$ cat src/rtl/pipeline_ctrl_pkg.sv
// pipeline_ctrl_pkg: shared types for the pipeline stall/flush sequencer
package pipeline_ctrl_pkg;
  localparam int PIPE_REG_W = 5;
  localparam int PIPE_CNT_W = 32;
  typedef logic [PIPE_REG_W-1:0] reg_idx_t;
  typedef enum logic [1:0] {RUN, EX_BUSY, DISCARD} ctrl_state_e;
  typedef struct packed {
    logic [3:0] stall;
    logic [3:0] flush;
  } pipe_ctrl_t;
endpackage

$ cat src/rtl/pipeline_ctrl_load_use_detect.sv
// pipeline_ctrl_load_use_detect: flags a D-stage read of a register a load in E has not yet produced
module pipeline_ctrl_load_use_detect
  import pipeline_ctrl_pkg::*;
#(
  parameter int REG_W = PIPE_REG_W
) (
  input  logic             ex_is_load,
  input  logic [REG_W-1:0] ex_rd,
  input  logic [REG_W-1:0] id_rs1,
  input  logic [REG_W-1:0] id_rs2,
  input  logic             id_use1,
  input  logic             id_use2,
  output logic             hazard
);
  assign hazard = ex_is_load && ex_rd != '0 &&
                  ((id_use1 && id_rs1 == ex_rd) || (id_use2 && id_rs2 == ex_rd));
endmodule

$ cat src/rtl/pipeline_ctrl.sv
// pipeline_ctrl: stall/flush sequencer for F/D/E/M/W; PIPE_CTRL_PERF_EN adds perf counters
module pipeline_ctrl
  import pipeline_ctrl_pkg::*;
#(
  parameter int REG_W = PIPE_REG_W
`ifdef PIPE_CTRL_PERF_EN
  , parameter int CNT_W = PIPE_CNT_W
`endif
) (
  input  logic             clk,
  input  logic             reset,
  input  logic             i_busy,
  input  logic             d_busy,
  input  logic             ex_multi_start,
  input  logic             ex_multi_done,
  input  logic             ex_is_load,
  input  logic [REG_W-1:0] ex_rd,
  input  logic [REG_W-1:0] id_rs1,
  input  logic [REG_W-1:0] id_rs2,
  input  logic             id_use1,
  input  logic             id_use2,
  input  logic             ex_redirect,
  output logic             stall_f,
  output logic             stall_d,
  output logic             stall_e,
  output logic             stall_m,
  output logic             flush_d,
  output logic             flush_e,
  output logic             flush_m,
  output logic             flush_w,
  output logic             fetch_discard
`ifdef PIPE_CTRL_PERF_EN
  , output logic [CNT_W-1:0] perf_stall_cyc
  , output logic [CNT_W-1:0] perf_flush_cnt
`endif
);
  ctrl_state_e state_q, state_d;
  pipe_ctrl_t  c;
  logic        hazard, ex_hold, ex_start;
  pipeline_ctrl_load_use_detect #(.REG_W(REG_W)) u_load_use_detect (
    .ex_is_load(ex_is_load),
    .ex_rd(ex_rd),
    .id_rs1(id_rs1),
    .id_rs2(id_rs2),
    .id_use1(id_use1),
    .id_use2(id_use2),
    .hazard(hazard)
  );
  assign ex_hold  = state_q == EX_BUSY && !ex_multi_done;
  assign ex_start = state_q == RUN && ex_multi_start && !ex_multi_done;
  // Priority resolve: d_busy freezes all, then multi-cycle hold, redirect, discard wait, load-use, fetch bubble
  always_comb begin
    c = '0;
    state_d = RUN;
    if (d_busy) begin
      c.stall = 4'b1111;
      c.flush = 4'b0001;
      state_d = state_q;
    end else if (ex_hold || ex_start) begin
      c.stall = 4'b1110;
      c.flush = 4'b0010;
      state_d = EX_BUSY;
    end else if (ex_redirect) begin
      c.flush = 4'b1100;
      state_d = (state_q == DISCARD || i_busy) ? DISCARD : RUN;
    end else if (state_q == DISCARD) begin
      c.flush = 4'b1000;
      state_d = i_busy ? DISCARD : RUN;
    end else if (hazard) begin
      c.stall = 4'b1100;
      c.flush = 4'b0100;
    end else if (i_busy) begin
      c.stall = 4'b1000;
      c.flush = 4'b1000;
    end
  end
  assign {stall_f, stall_d, stall_e, stall_m} = reset ? 4'b0 : c.stall;
  assign {flush_d, flush_e, flush_m, flush_w} = reset ? 4'b0 : c.flush;
  assign fetch_discard = !reset && !d_busy && state_q == DISCARD;
  // Sequencer state; reset abandons any pending multi-cycle op or discard
  always_ff @(posedge clk) state_q <= reset ? RUN : state_d;
`ifdef PIPE_CTRL_PERF_EN
  logic redirect_acc;
  assign redirect_acc = !d_busy && !ex_hold && !ex_start && ex_redirect;
  // Perf counters: stalled cycles and accepted redirects, wrapping at 2^CNT_W
  always_ff @(posedge clk) begin
    if (reset) begin
      perf_stall_cyc <= '0;
      perf_flush_cnt <= '0;
    end else begin
      perf_stall_cyc <= perf_stall_cyc + CNT_W'(|c.stall);
      perf_flush_cnt <= perf_flush_cnt + CNT_W'(redirect_acc);
    end
  end
`endif
endmodule

$ cat config.mk
export PLATFORM = sky130hd
export DESIGN_NAME = pipeline_ctrl
export DESIGN_NICKNAME = d
export VERILOG_FILES = /design/src/rtl/pipeline_ctrl_pkg.sv /design/src/rtl/pipeline_ctrl_load_use_detect.sv /design/src/rtl/pipeline_ctrl.sv
export SDC_FILE = /design/constraint.sdc
export NUM_CORES = 1
export LEC_CHECK = 0
export ABC_AREA = 1
export CAP_MARGIN = 20
export CORE_MARGIN = 2
export CORE_UTILIZATION = 31
export CTS_CLUSTER_SIZE = 20
export DETAILED_ROUTE_END_ITERATION = 10
export PLACE_DENSITY = 0.82
export SLEW_MARGIN = 40
export SYNTH_ARGS = -nofsm -noshare
export SYNTH_HDL_FRONTEND = slang
export SYNTH_SLANG_ARGS = --single-unit
$ cat constraint.sdc
create_clock -name clk -period 1.2 [get_ports clk]
set_input_delay 0.24 -clock clk [delete_from_list [all_inputs] [get_ports clk]]
set_output_delay 0.24 -clock clk [all_outputs]
set_load 0.005 [all_outputs]
; ---- After elaboration in Yosys (flattened, before gate mapping)
; Cells that the tools add are included.
[totals]
word_cells = 37
regBits = 2
inputBits = 25
[classes]
n_reduce_logical = 17
mux = 15
n_eq_ne = 4
[op_table]
columns = op, count
row1 = two-way mux 8 bit, 4
row2 = two-way mux 4 bit, 6
row3 = == test 5 bit, 2
row4 = two-way mux 2 bit, 5
row5 = logical AND 1 bit, 9
row6 = nonzero test 5 bit, 1
row7 = zero test 1 bit, 3
row8 = logical OR 1 bit, 3
row9 = == test 2 x 1 -> 1 bit (second input constant), 1
row10 = == test 2 bit (second input constant), 1
row11 = zero test 2 bit, 1

; ---- Logic depth before layout (Yosys ltp)
[depth]
word_depth = 10
depth_mapped = 10
depth_no_buf = 10

; ---- Hierarchy
; From an unflattened synthesis, not the netlist that was laid out.
[hier_totals]
cells_unflattened = 91
hier_area_um2 = 411.6
[by_module_without_submodules]
columns = module, area_each_um2, n_inst, cells_each, seq_area_each_um2
row1 = pipeline_ctrl_load_use_detect, 216.5, 1, 54, 0.0
row2 = pipeline_ctrl, 195.2, 1, 37, 40.0

; ---- Least setup slack after synthesis
; Ideal clock, no wire load.
[synth_timing]
path_kind = input to output
from = in ex_rd[2]
to = out flush_d
path_buffers = 0
cell_stages = 7
arrival_ps = 866
setup_slack_ps = 94
path_cell_list = inv_1 > nand4_1 > o21ai_0 > inv_1 > nand2_2 > nand2_1 > a21oi_1
[synth_via]
elab_chain_cells = 10
elab_cells_between_ends = 14
classes_between = eq/ne: 2 / mux: 6 / reduce/logical: 6
[synth_lines]
columns = element, line
row1 = "start, declared", pipeline_ctrl.sv:17  ; input logic [REG_W-1:0] ex_rd,
row2 = == test 5 bit, pipeline_ctrl_load_use_detect.sv:16  ; ((id_use1 && id_rs1 == ex_rd) || (id_use2 && id_rs2 == ex_rd));
row3 = logical AND 1 bit, pipeline_ctrl_load_use_detect.sv:16
row4 = logical OR 1 bit, pipeline_ctrl_load_use_detect.sv:16
row5 = logical AND 1 bit *, pipeline_ctrl_load_use_detect.sv:15  ; assign hazard = ex_is_load && ex_rd != '0 &&
row6 = two-way mux 8 bit *, pipeline_ctrl.sv:69  ; end else if (hazard) begin
row7 = two-way mux 4 bit *, pipeline_ctrl.sv:66  ; end else if (state_q == DISCARD) begin
row8 = two-way mux 4 bit *, pipeline_ctrl.sv:63  ; end else if (ex_redirect) begin
row9 = two-way mux 8 bit *, pipeline_ctrl.sv:59  ; end else if (ex_hold || ex_start) begin
row10 = two-way mux 8 bit *, pipeline_ctrl.sv:55  ; if (d_busy) begin
row11 = two-way mux 4 bit *, pipeline_ctrl.sv:78  ; assign {flush_d, flush_e, flush_m, flush_w} = reset ? 4'b0 : c.flush;
row12 = "end, declared", pipeline_ctrl.sv:27  ; output logic flush_d,
; Mark *: on every way between the ends. The rest lies on a longest branch, timed or not.

; ---- Worst setup path in the final report
[layout_timing]
from = reg state_q[0]
to = out stall_f
[layout_via]
elab_chain_cells = 7
elab_cells_between_ends = 12
classes_between = eq/ne: 2 / mux: 5 / reduce/logical: 5
[layout_lines]
columns = element, line
row1 = "start, declared", pipeline_ctrl.sv:37  ; ctrl_state_e state_q, state_d;
row2 = "start signal, assigned", pipeline_ctrl.sv:81  ; always_ff @(posedge clk) state_q <= reset ? RUN : state_d;
row3 = branches (longest 4 deep; another with two-way mux 4 bit), --
row4 = two-way mux 8 bit *, pipeline_ctrl.sv:59
row5 = two-way mux 8 bit *, pipeline_ctrl.sv:55
row6 = two-way mux 4 bit *, pipeline_ctrl.sv:77  ; assign {stall_f, stall_d, stall_e, stall_m} = reset ? 4'b0 : c.stall;
row7 = "end, declared", pipeline_ctrl.sv:23  ; output logic stall_f,
; Mark *: on every way between the ends.

==> results.py <==
metrics = {
    "outcome": {
        "outcome": "finished with violations",
        "violations": "negative setup slack",
    },
    "power": {
        "switching_share": 0.360,
        "power_switching_mw": 0.172,
        "sequentialPowerShare": 0.156,
        "p_int_mw": 0.307,
        "cellPowerDensity_nw_per_um2": 567,
        "p_total_mw": 0.480,
        "p_clk_frac": 0.328,
        "comb_power_share": 0.517,
        "p_leak_nw": 0.534,
        "ir_drop_mv": 0.207,
    },
    "grt": {
        "grt_max_degree": 5,
        "gr-usage-all-layers": 0.207,
        "first_global_vias": 647,
        "grt_pass1_wl_um": 2350,
        "globalRouteOverflowTotal": 0,
        "antenna_found_initial": 0,
    },
    "clock_tree": {
        "cts_inserted_buffers": 3,
        "tritoncts": "built",
        "postCtsHoldBufs": 0,
        "htreeDepth": 1,
        "clock_latency_ns": 0.23,
        "clk_path_buf_depth": 2,
        "clkSlewWorstSetupHoldPaths_ns": 0.04,
        "cts_root_buffer": "clkbuf_4",
        "clkSinkCount": 2,
    },
    "sta": {
        "rsz0062_at_grt": "yes",
        "max-slew-margin-rel": 0.851,
        "tightest_slew_ns": 0.222,
        "skew_ns": 0.00819,
        "min_period_over_period": 1.30,
        "setup_ws_ns": -0.362,
        "finalHoldViolations": 0,
        "setup_violations": 7,
        "max_freq_mhz": 640,
        "drv_slew": 0,
        "fin_tns_setup_ns": -1.89,
        "post-route-min-period_ns": 1.56,
    },
    "logic_synthesis": {
        "synthArstFlopShare": 0,
        "ys_warn_count": 0,
        "ys_top_cells_by_area": "nand2_1 (30%), inv_1 (20%), nor2_1 (16%)",
        "synthesis.area_um2": 417,
        "postSynthCellCount": 93,
        "yosysMostFrequentCell": "nand2_1",
        "synth_seq_area_share": 0.0961,
        "yosys.area.top_type_share": 0.297,
        "ys.flop_type": "dfxtp_1",
        "syn_area_per_cell_um2": 4.48,
        "synth_common_cells": "nand2_1 (33), inv_1 (22), nor2_1 (18)",
        "synth_seq_cells": 2,
        "synth_cell_types": 15,
        "synth_nets": 118,
        "synth_largest_area_cell": "nand2_1",
        "synth_edf_count": 0,
    },
    "final_layout": {
        "largest_register_ffs": 2,
        "area_growth_pct": 103,
        "stdcell_count": 153,
        "largest_register": "state_q",
        "nFillCells": 131,
        "reg.largest.list": "state_q x2",
        "drive_gt1_frac": 0.428,
        "antennaDiodeCount": 0,
        "nets": 165,
        "final_util": 0.658,
    },
    "setup_path": {
        "cp_cell_sequence": "buf_4 > nor2_4 > nor2_2 > nand2_1 > inv_1 > nand2_1 > nand2_2 > buf_6",
        "r2r_start": "state_q[1]$_SDFFE_PP0N_",
        "crit_type": "register to output pin",
        "cpPeakStageDelay_ns": 0.33,
        "critical_path.slowest_cell": "dfxtp_2",
        "cp_common_cell": "nand2_1",
        "crit_required_ns": 0.96,
        "startpoint": "state_q[0]$_SDFFE_PP0N_",
        "critPathTopFamily": "simple AND/OR/NAND/NOR gates",
        "cp_data_arrival_time_ns": 1.32,
        "crit_buf_inv": 3,
        "start_kind": "register",
        "path_max_fanout": 3,
        "worst_setup_path_end_kind": "output pin",
    },
    "drt": {
        "drtIter0Drc": 2,
        "drt-total-wl_um": 1630,
        "ant_nets": 0,
        "post_drt_via_cell_ratio": 4.53,
        "dr.pass1.iters": 3,
        "vias": 693,
        "routedWlPerCell_um": 10.7,
        "drc_errors": 0,
    },
    "floorplan": {
        "die_x_um": 40.7,
        "start_util": 0.324,
        "io_pins": 34,
        "core_um2": 1280,
        "std_cell_rows": 13,
        "die_y_um": 40.7,
        "die_area_um2": 1650,
    },
    "placed_design": {
        "dpl.hpwl_um": 1050,
        "globalplace.congestion": 0.769,
        "port_buffers": 33,
        "dp.cells": 143,
    },
    "worst_hold_path": {
        "min_from": "state_q[1]$_SDFFE_PP0N_",
        "hold_class": "register to register",
    },
    "flow_run": {
        "drv_cap": 0,
    },
}
==> power groups by stage <==
stage / sequential (mW) / clock [mW] / combinational [mW]
final: 0.0747 / 0.157 / 0.248
after global routing: 0.0751 / 0.168 / 0.273
after CTS: 0.0746 / 0.152 / 0.225
after detailed placement: 0.0743 / 0 / 0.225
after global placement: 0.0743 / 0 / 0.220
after floorplan: 0.0735 / 0 / 0.0873
==> area by class of cell <==
class,count,area (µm²),share of cell area
Sequential cell,2,42.5,0.0503
Inverter,24,92.6,0.109
Timing Repair Buffer,43,324,0.383
Clock buffer,3,22.5,0.0266
Tap cell,15,18.8,0.0222
Multi-Input combinational cell,66,345,0.408
==> worst paths after layout <==
kind,to,slack (ns),cells past startpoint
max,stall_f,-0.36,8
min reg2reg,state_q[1]$_SDFFE_PP0N_,0.52,1
max reg2reg,state_q[1]$_SDFFE_PP0N_,0.02,6
min,state_q[1]$_SDFFE_PP0N_,0.52,1
==> layer usage <==
metal,vias up,global-route usage,wire length (µm)
li1,363,-,-
met1,295,0.163,580
met2,29,0.456,899
met3,6,0.0435,101
met4,0,0.0917,48
met5,-,0,0
==> cell usage in the layout, fill, tap and decap left out, drive strengths merged <==
master	count
a21oi	2
a22o	1
buf	17
clkbuf	13
clkdlybuf4s15	5
clkdlybuf4s50	2
dfxtp	2
dlygate4sd2	8
dlymetal6s2s	1
inv	24
nand2	36
nand3	3
nand4	1
nor2	18
nor3	1
o21ai	4
==> worst reg2reg max path: stages, from the launching register on <==
cell	delay, ns
dfxtp_2	0.32
nor3_2	0.24
buf_4	0.16
inv_4	0.03
nand2_4	0.07
nor2_2	0.04
a22o_1	0.18
==> cell families after synthesis <==
| group | after synthesis | share of synthesized area |
|---|---|---|
| buffers and inverters | 25 | 0.234 |
| AO/OA/AOI/OAI | 7 | 0.102 |
| flip-flops | 2 | 0.0961 |
| AND/OR/NAND/NOR | 59 | 0.568 |
==> timing repair <==
action | 4_1_cts | 5_1_grt
endpoints found under the setup margin | 11 | 8
pin swaps | 23 | 25
gates resized for setup | 78 | 32
setup buffers | 8 | 1
hold endpoints to repair | 0 | 0
==> metrics by stage <==
stage	worst slack (ns)	hold WS (ns)	area, µm²
floorplan	0.0945	0.432	417
global placement	-0.927	0.503	781
detailed placement	-0.952	0.510	781
CTS	-0.352	0.495	838
global route	-0.426	0.528	846
finish	-0.362	0.522	846
No activity file was read; power rests on OpenSTA's default activity.
